File: src/rtl/pe_row_feeder.sv
// Operand feeder: streams len operands from the operand RAM (base_addr upward, wrapping) into the first PE of a systolic row/column.
// Latency: operand k leaves 2+k+SKEW cycles after job accept; done pulses 2 cycles after the pipeline and the PE have drained.
// Backpressure: stall only gates new RAM reads; every read already issued still reaches out_vld/out_data in order.
module pe_row_feeder #(
    parameter int DEPTH = 8,
    parameter int AW    = 3,
    parameter int DW    = 8,
    parameter int SKEW  = 0
) (
    input  logic          clk,
    input  logic          rst,
    input  logic          start,
    input  logic [AW-1:0] base_addr,
    input  logic [AW:0]   len,
    input  logic          stall,
    input  logic          pe_doing,
    output logic          ram_rd_en,
    output logic [AW-1:0] ram_rd_addr,
    input  logic [DW-1:0] ram_rd_data,
    output logic          out_vld,
    output logic [DW-1:0] out_data,
    output logic          pe_en,
    output logic          busy,
    output logic          done
);

    localparam logic [1:0] S_IDLE  = 2'd0;
    localparam logic [1:0] S_READ  = 2'd1;
    localparam logic [1:0] S_DRAIN = 2'd2;
    localparam logic [1:0] S_DONE  = 2'd3;

    localparam logic [AW:0] DEPTH_L = DEPTH[AW:0];
    localparam logic [AW:0] CNT_ONE = 1;

    logic [1:0]    state_q, state_d;
    logic [AW-1:0] base_q, base_d;
    logic [AW:0]   len_q, len_d;
    logic [AW:0]   rd_cnt_q, rd_cnt_d;
    logic          rd_pending_q;
    logic          done_q, done_d;
    logic [SKEW:0] vld_q;
    logic [DW-1:0] dat_q [0:SKEW];

    logic [AW:0]   len_clamp;
    logic          rd_fire;
    logic          last_rd;
    logic          drained;

    // Oversized lengths saturate at one full pass over the RAM.
    assign len_clamp = (len > DEPTH_L) ? DEPTH_L : len;

    // Reads are combinational on state so that reset silences the RAM port immediately.
    assign rd_fire     = (state_q == S_READ) && !stall;
    assign last_rd     = rd_fire && (rd_cnt_q == (len_q - CNT_ONE));
    assign ram_rd_en   = rd_fire;
    assign ram_rd_addr = base_q + rd_cnt_q[AW-1:0];

    // Nothing left in flight: no RAM response due, no operand in the skew pipe, PE idle.
    assign drained = !rd_pending_q && (vld_q == '0) && !pe_doing;

    assign out_vld  = vld_q[SKEW];
    assign out_data = dat_q[SKEW];
    assign pe_en    = (state_q == S_READ) || (state_q == S_DRAIN);
    assign busy     = (state_q != S_IDLE);
    assign done     = done_q;

    // Job FSM next-state: accept, issue reads, wait for drain, then a one-cycle done.
    always_comb begin
        state_d  = state_q;
        base_d   = base_q;
        len_d    = len_q;
        rd_cnt_d = rd_cnt_q;
        done_d   = 1'b0;
        case (state_q)
            S_IDLE: begin
                if (start) begin
                    base_d   = base_addr;
                    len_d    = len_clamp;
                    rd_cnt_d = '0;
                    state_d  = (len_clamp == '0) ? S_DONE : S_READ;
                end
            end
            S_READ: begin
                if (rd_fire) begin
                    rd_cnt_d = rd_cnt_q + CNT_ONE;
                end
                if (last_rd) begin
                    state_d = S_DRAIN;
                end
            end
            S_DRAIN: begin
                if (drained) begin
                    state_d = S_DONE;
                end
            end
            S_DONE: begin
                // Stay in DONE while done is high so a start alongside done is ignored.
                done_d = !done_q;
                if (done_q) begin
                    state_d = S_IDLE;
                end
            end
            default: begin
                state_d = S_IDLE;
            end
        endcase
    end

    // FSM and job context registers.
    always_ff @(posedge clk or posedge rst) begin
        if (rst) begin
            state_q      <= S_IDLE;
            base_q       <= '0;
            len_q        <= '0;
            rd_cnt_q     <= '0;
            rd_pending_q <= 1'b0;
            done_q       <= 1'b0;
        end else begin
            state_q      <= state_d;
            base_q       <= base_d;
            len_q        <= len_d;
            rd_cnt_q     <= rd_cnt_d;
            rd_pending_q <= ram_rd_en;
            done_q       <= done_d;
        end
    end

    // Capture RAM data into stage 0, then shift through SKEW stagger stages; data only moves with vld.
    always_ff @(posedge clk or posedge rst) begin
        if (rst) begin
            vld_q <= '0;
            for (int i = 0; i <= SKEW; i++) begin
                dat_q[i] <= '0;
            end
        end else begin
            vld_q[0] <= rd_pending_q;
            if (rd_pending_q) begin
                dat_q[0] <= ram_rd_data;
            end
            for (int i = 1; i <= SKEW; i++) begin
                vld_q[i] <= vld_q[i-1];
                if (vld_q[i-1]) begin
                    dat_q[i] <= dat_q[i-1];
                end
            end
        end
    end

endmodule

File: config.mk
export PLATFORM = sky130hd
export DESIGN_NAME = pe_row_feeder
export DESIGN_NICKNAME = d
export VERILOG_FILES = /design/src/rtl/pe_row_feeder.sv
export SDC_FILE = /design/constraint.sdc
export NUM_CORES = 1
export LEC_CHECK = 0
export BUFFER_PORTS_ARGS = -buffer_cell sky130_fd_sc_hd__buf_4
export CORE_MARGIN = 4
export CORE_UTILIZATION = 45
export CTS_CLUSTER_DIAMETER = 120
export DETAILED_ROUTE_END_ITERATION = 10
export PLACE_DENSITY = 0.78
export REMOVE_ABC_BUFFERS = 1
export SLEW_MARGIN = 15
export SYNTH_ARGS = -nofsm -noshare
export SYNTH_HDL_FRONTEND = slang
export SYNTH_SLANG_ARGS = --single-unit
File: constraint.sdc
create_clock -name clk -period 2.05 [get_ports clk]
set_input_delay 0.205 -clock clk [delete_from_list [all_inputs] [get_ports clk]]
set_output_delay 0.205 -clock clk [all_outputs]
set_load 0.005 [all_outputs]
==> flow_summary_export.csv <==
group,metric,value,unit
global_routing,antenna_found_initial,0,
power_and_ir_drop,comb_power_share,51.6,%
clock_tree,clkSlewWorstSetupHoldPaths,140,ps
timing,relSlewSlack,75.7,%
timing,final-setup-viol-count,0,
clock_tree,cts.sink_count,24,
setup_path,critical_path_peak_fanout,5,
timing,fin_worst_hold_slack,102,ps
global_routing,via_count_of_the_first_global_routing_pass,945,
placement,gp_congestion,0.777,
placement,hpwlAfterDp,2.03,mm
synthesis,ys.warnings.count,0,
clock_tree,cts_bufs_inserted,3,
routing,antenna_left,0,
clock_tree,cts.path.max_buffers,2,
synthesis,mappedNetlistArea,1260,µm²
clock_tree,cts_tree,"done",
routing,vias,931,
cells_and_area,mostFrequentLayoutCells,"38 x sky130_fd_sc_hd__buf_4, 22 x sky130_fd_sc_hd__dfrtp_1, 12 x sky130_fd_sc_hd__mux2_2",
cells_and_area,area.growth.synth_to_final,30.6,%
cells_and_area,layout-drive-gt1-share,41.5,%
synthesis,count_of_state_elements_after_synthesis,24,
routing,post_drt_via_cell_ratio,5.26,
outcome,status,"complete, no violations",
clock_tree,clock-root-buffer,"sky130_fd_sc_hd__clkbuf_4",
timing,final_period_minus_worst_setup_slack,2010,ps
power_and_ir_drop,ir_worst_vdd,860,µV
timing,drv_slew,0,
global_routing,grt_first_pass_wirelength,4.24,mm
power_and_ir_drop,power.clock.fraction,14.1,%
placement,portBuffers,35,
setup_path,worstSetupStartpoint,"rd_cnt_q[0]$_DFFE_PP0P_",
synthesis,ys_seq_area_share,47.6,%
timing,clock-skew-final,4.42,ps
timing,fmax,0.499,GHz
setup_path,cp_data_required_time,1850,ps
setup_path,crit_path_top_delay_cell,"sky130_fd_sc_hd__dfrtp_2",
synthesis,netlist-cell-type-count,29,
cells_and_area,antennaDiodeCount,0,
power_and_ir_drop,power_frac_seq,34.4,%
power_and_ir_drop,power.switching_fraction,34.3,%
floorplan,initial_utilization,49.1,%
global_routing,grt_max_degree,25,
routing,routed_wirelength,2.62,mm
setup_path,critPathArrivalTime,1800,ps
routing,post_drt_wl_per_cell,14.8,µm
min_path,hp_class,"in -> reg",
clock_tree,clock_latency,320,ps
floorplan,core_region_area,2570,µm²
synthesis,syn_avg_cell_area,12.0,µm²
global_routing,grt_util_all_layers,15.7,%
power_and_ir_drop,power.total,2.47,mW
cells_and_area,mostFrequentLayoutCell,"sky130_fd_sc_hd__buf_4",
timing,fin_crit_sh,97.8,%
floorplan,die-height,60.9,µm
run,cap_viol_max_count,0,
synthesis,post_synth_inst_count,105,
routing,drc,0,
clock_tree,ctsHtreeMaxLevel,1,
timing,rsz0062_at_grt,"true",
timing,timing_worst_slew_pin_value,364,ps
routing,drt_iter0_drc,35,
setup_path,worstReg2RegStart,"state_q[1]$_DFFE_PP0P_",
power_and_ir_drop,power-per-cell-area,1500,nW/µm²
power_and_ir_drop,power.static_leakage,0.808,nW
cells_and_area,final_net_count,177,
routing,router_iterations_before_antenna_repair,4,
timing,hold_viol_final,0,
setup_path,critical_path.startpoint_type,"register",
power_and_ir_drop,intPower,1.62,mW
cells_and_area,fin_util,64.1,%
power_and_ir_drop,power_switching,0.847,mW
setup_path,worstSetupEndpointType,"primary output",
floorplan,die_w,60.9,µm
setup_path,path_cells,"ha_1 > inv_1 > fa_1 > xor2_1 > xnor2_1 > buf_4",
setup_path,crit_type,"reg -> out",
floorplan,placement_rows,18,
min_path,timing.hold.worst.start,"ram_rd_data[4]",
floorplan,num_io_pins,36,
global_routing,grt.overflow.total,0,
floorplan,design.die.area,3710,µm²
setup_path,crit_path_max_incr_delay,430,ps
power groups by stage:
stage	logic, mW	clock network (mW)	registers, mW
after CTS	1.25	0.354	0.852
after floorplan	0.771	0	0.833
after global placement	1.20	0	0.849
final	1.27	0.348	0.847
after detailed placement	1.24	0	0.862
after global routing	1.40	0.372	0.879
layer usage:
layer	vias to the layer above	global-route usage [%]	wire length, µm
li1	452	-	-
met1	459	18.2	1080
met2	14	27.9	1410
met3	6	1.28	52
met4	0	9.60	73
met5	-	0	0
synthesized netlist by cell type:
library cell | instances | area (µm²)
sky130_fd_sc_hd__xor2_1 | 2 | 17.5
sky130_fd_sc_hd__mux2i_1 | 5 | 50.1
sky130_fd_sc_hd__dfrtp_1 | 24 | 601
sky130_fd_sc_hd__nand2_1 | 5 | 18.8
sky130_fd_sc_hd__o221ai_1 | 1 | 8.76
sky130_fd_sc_hd__a21oi_1 | 2 | 10.0
sky130_fd_sc_hd__nor3_1 | 4 | 20.0
sky130_fd_sc_hd__and2b_4 | 1 | 10.0
sky130_fd_sc_hd__a22o_1 | 2 | 17.5
sky130_fd_sc_hd__o31a_1 | 1 | 8.76
sky130_fd_sc_hd__a21o_1 | 2 | 15.0
sky130_fd_sc_hd__nand4_1 | 1 | 6.26
sky130_fd_sc_hd__nor4_1 | 2 | 12.5
sky130_fd_sc_hd__nor4_2 | 1 | 12.5
sky130_fd_sc_hd__a2bb2oi_1 | 1 | 8.76
sky130_fd_sc_hd__fa_1 | 1 | 20.0
sky130_fd_sc_hd__nor2_1 | 1 | 3.75
sky130_fd_sc_hd__and2b_2 | 1 | 8.76
sky130_fd_sc_hd__mux2_2 | 12 | 135
sky130_fd_sc_hd__buf_2 | 1 | 5.00
sky130_fd_sc_hd__o21ai_0 | 4 | 20.0
sky130_fd_sc_hd__a31oi_2 | 1 | 12.5
sky130_fd_sc_hd__nand3_1 | 1 | 5.00
sky130_fd_sc_hd__nor2b_1 | 1 | 6.26
sky130_fd_sc_hd__ha_1 | 8 | 100
sky130_fd_sc_hd__inv_1 | 10 | 37.5
sky130_fd_sc_hd__nand2b_1 | 5 | 31.3
sky130_fd_sc_hd__xor3_1 | 1 | 23.8
sky130_fd_sc_hd__xnor2_1 | 4 | 35.0
state kept, by name, indices dropped and copies added (netlist names):
name,cells
base_q,3
done,1
len_q,4
out_data,8
out_vld,1
rd_cnt_q,4
rd_pending_q,1
state_q,2
area by class of cell:
type	count	area, µm²
clock buffers	3	22.5
well taps	30	37.5
fillers	212	921
multi-input cells	70	621
flip-flops and latches	24	603
repair buffers	39	295
clock inverters	1	30.0
inverters	10	37.5
critical path: cells and delay by family, from the launching register on:
family                   cells  cell delay, ps
flip-flops                   1             430
XOR/XNOR                     2             330
adder cells (fa/ha/maj)      2             530
buffers and inverters        2             200
repair_timing:
action,in CTS,in global routing
hold buffers,1,0
hold endpoints to repair,24,0
endpoints found under the setup margin,1,2
pin swaps,0,0
buffers inserted,0,2
gates resized for setup,1,2
metrics by stage:
stage / std cells / instance area (µm²) / setup TNS [ps] / setup slack [ps]
global placement: 170 / 1560 / 0 / 391
finish: 177 / 1650 / 0 / 44.5
global route: 177 / 1650 / -57.6 / -57.6
detailed placement: 170 / 1560 / 0 / 292
CTS: 175 / 1630 / 0 / 1.83
floorplan: 104 / 1260 / 0 / 541
worst paths after layout:
path / endpoint / slack, ps / cells past startpoint
worst min-delay path: out_data[4]$_DFFE_PP0P_ / 100 / 2
min in group asynchronous: out_data[3]$_DFFE_PP0P_ / 470 / 4
worst max-delay path: ram_rd_addr[2] / 40 / 6
max in group asynchronous: rd_cnt_q[0]$_DFFE_PP0P_ / 1320 / 4
worst min register to register: base_q[1]$_DFFE_PP0P_ / 520 / 1
worst max register to register: rd_cnt_q[3]$_DFFE_PP0P_ / 350 / 6
cells by family after synthesis:
logic type      Yosys count  synth area share [%]
compound gates           14                  8.04
mux                      17                  14.7
buf+inv                  11                  3.37
xor+xnor                  7                  6.05
fa+ha+maj                 9                  9.52
flops                    24                  47.6
simple gates             23                  10.7
Note: power is estimated with default switching activity, not from simulation.
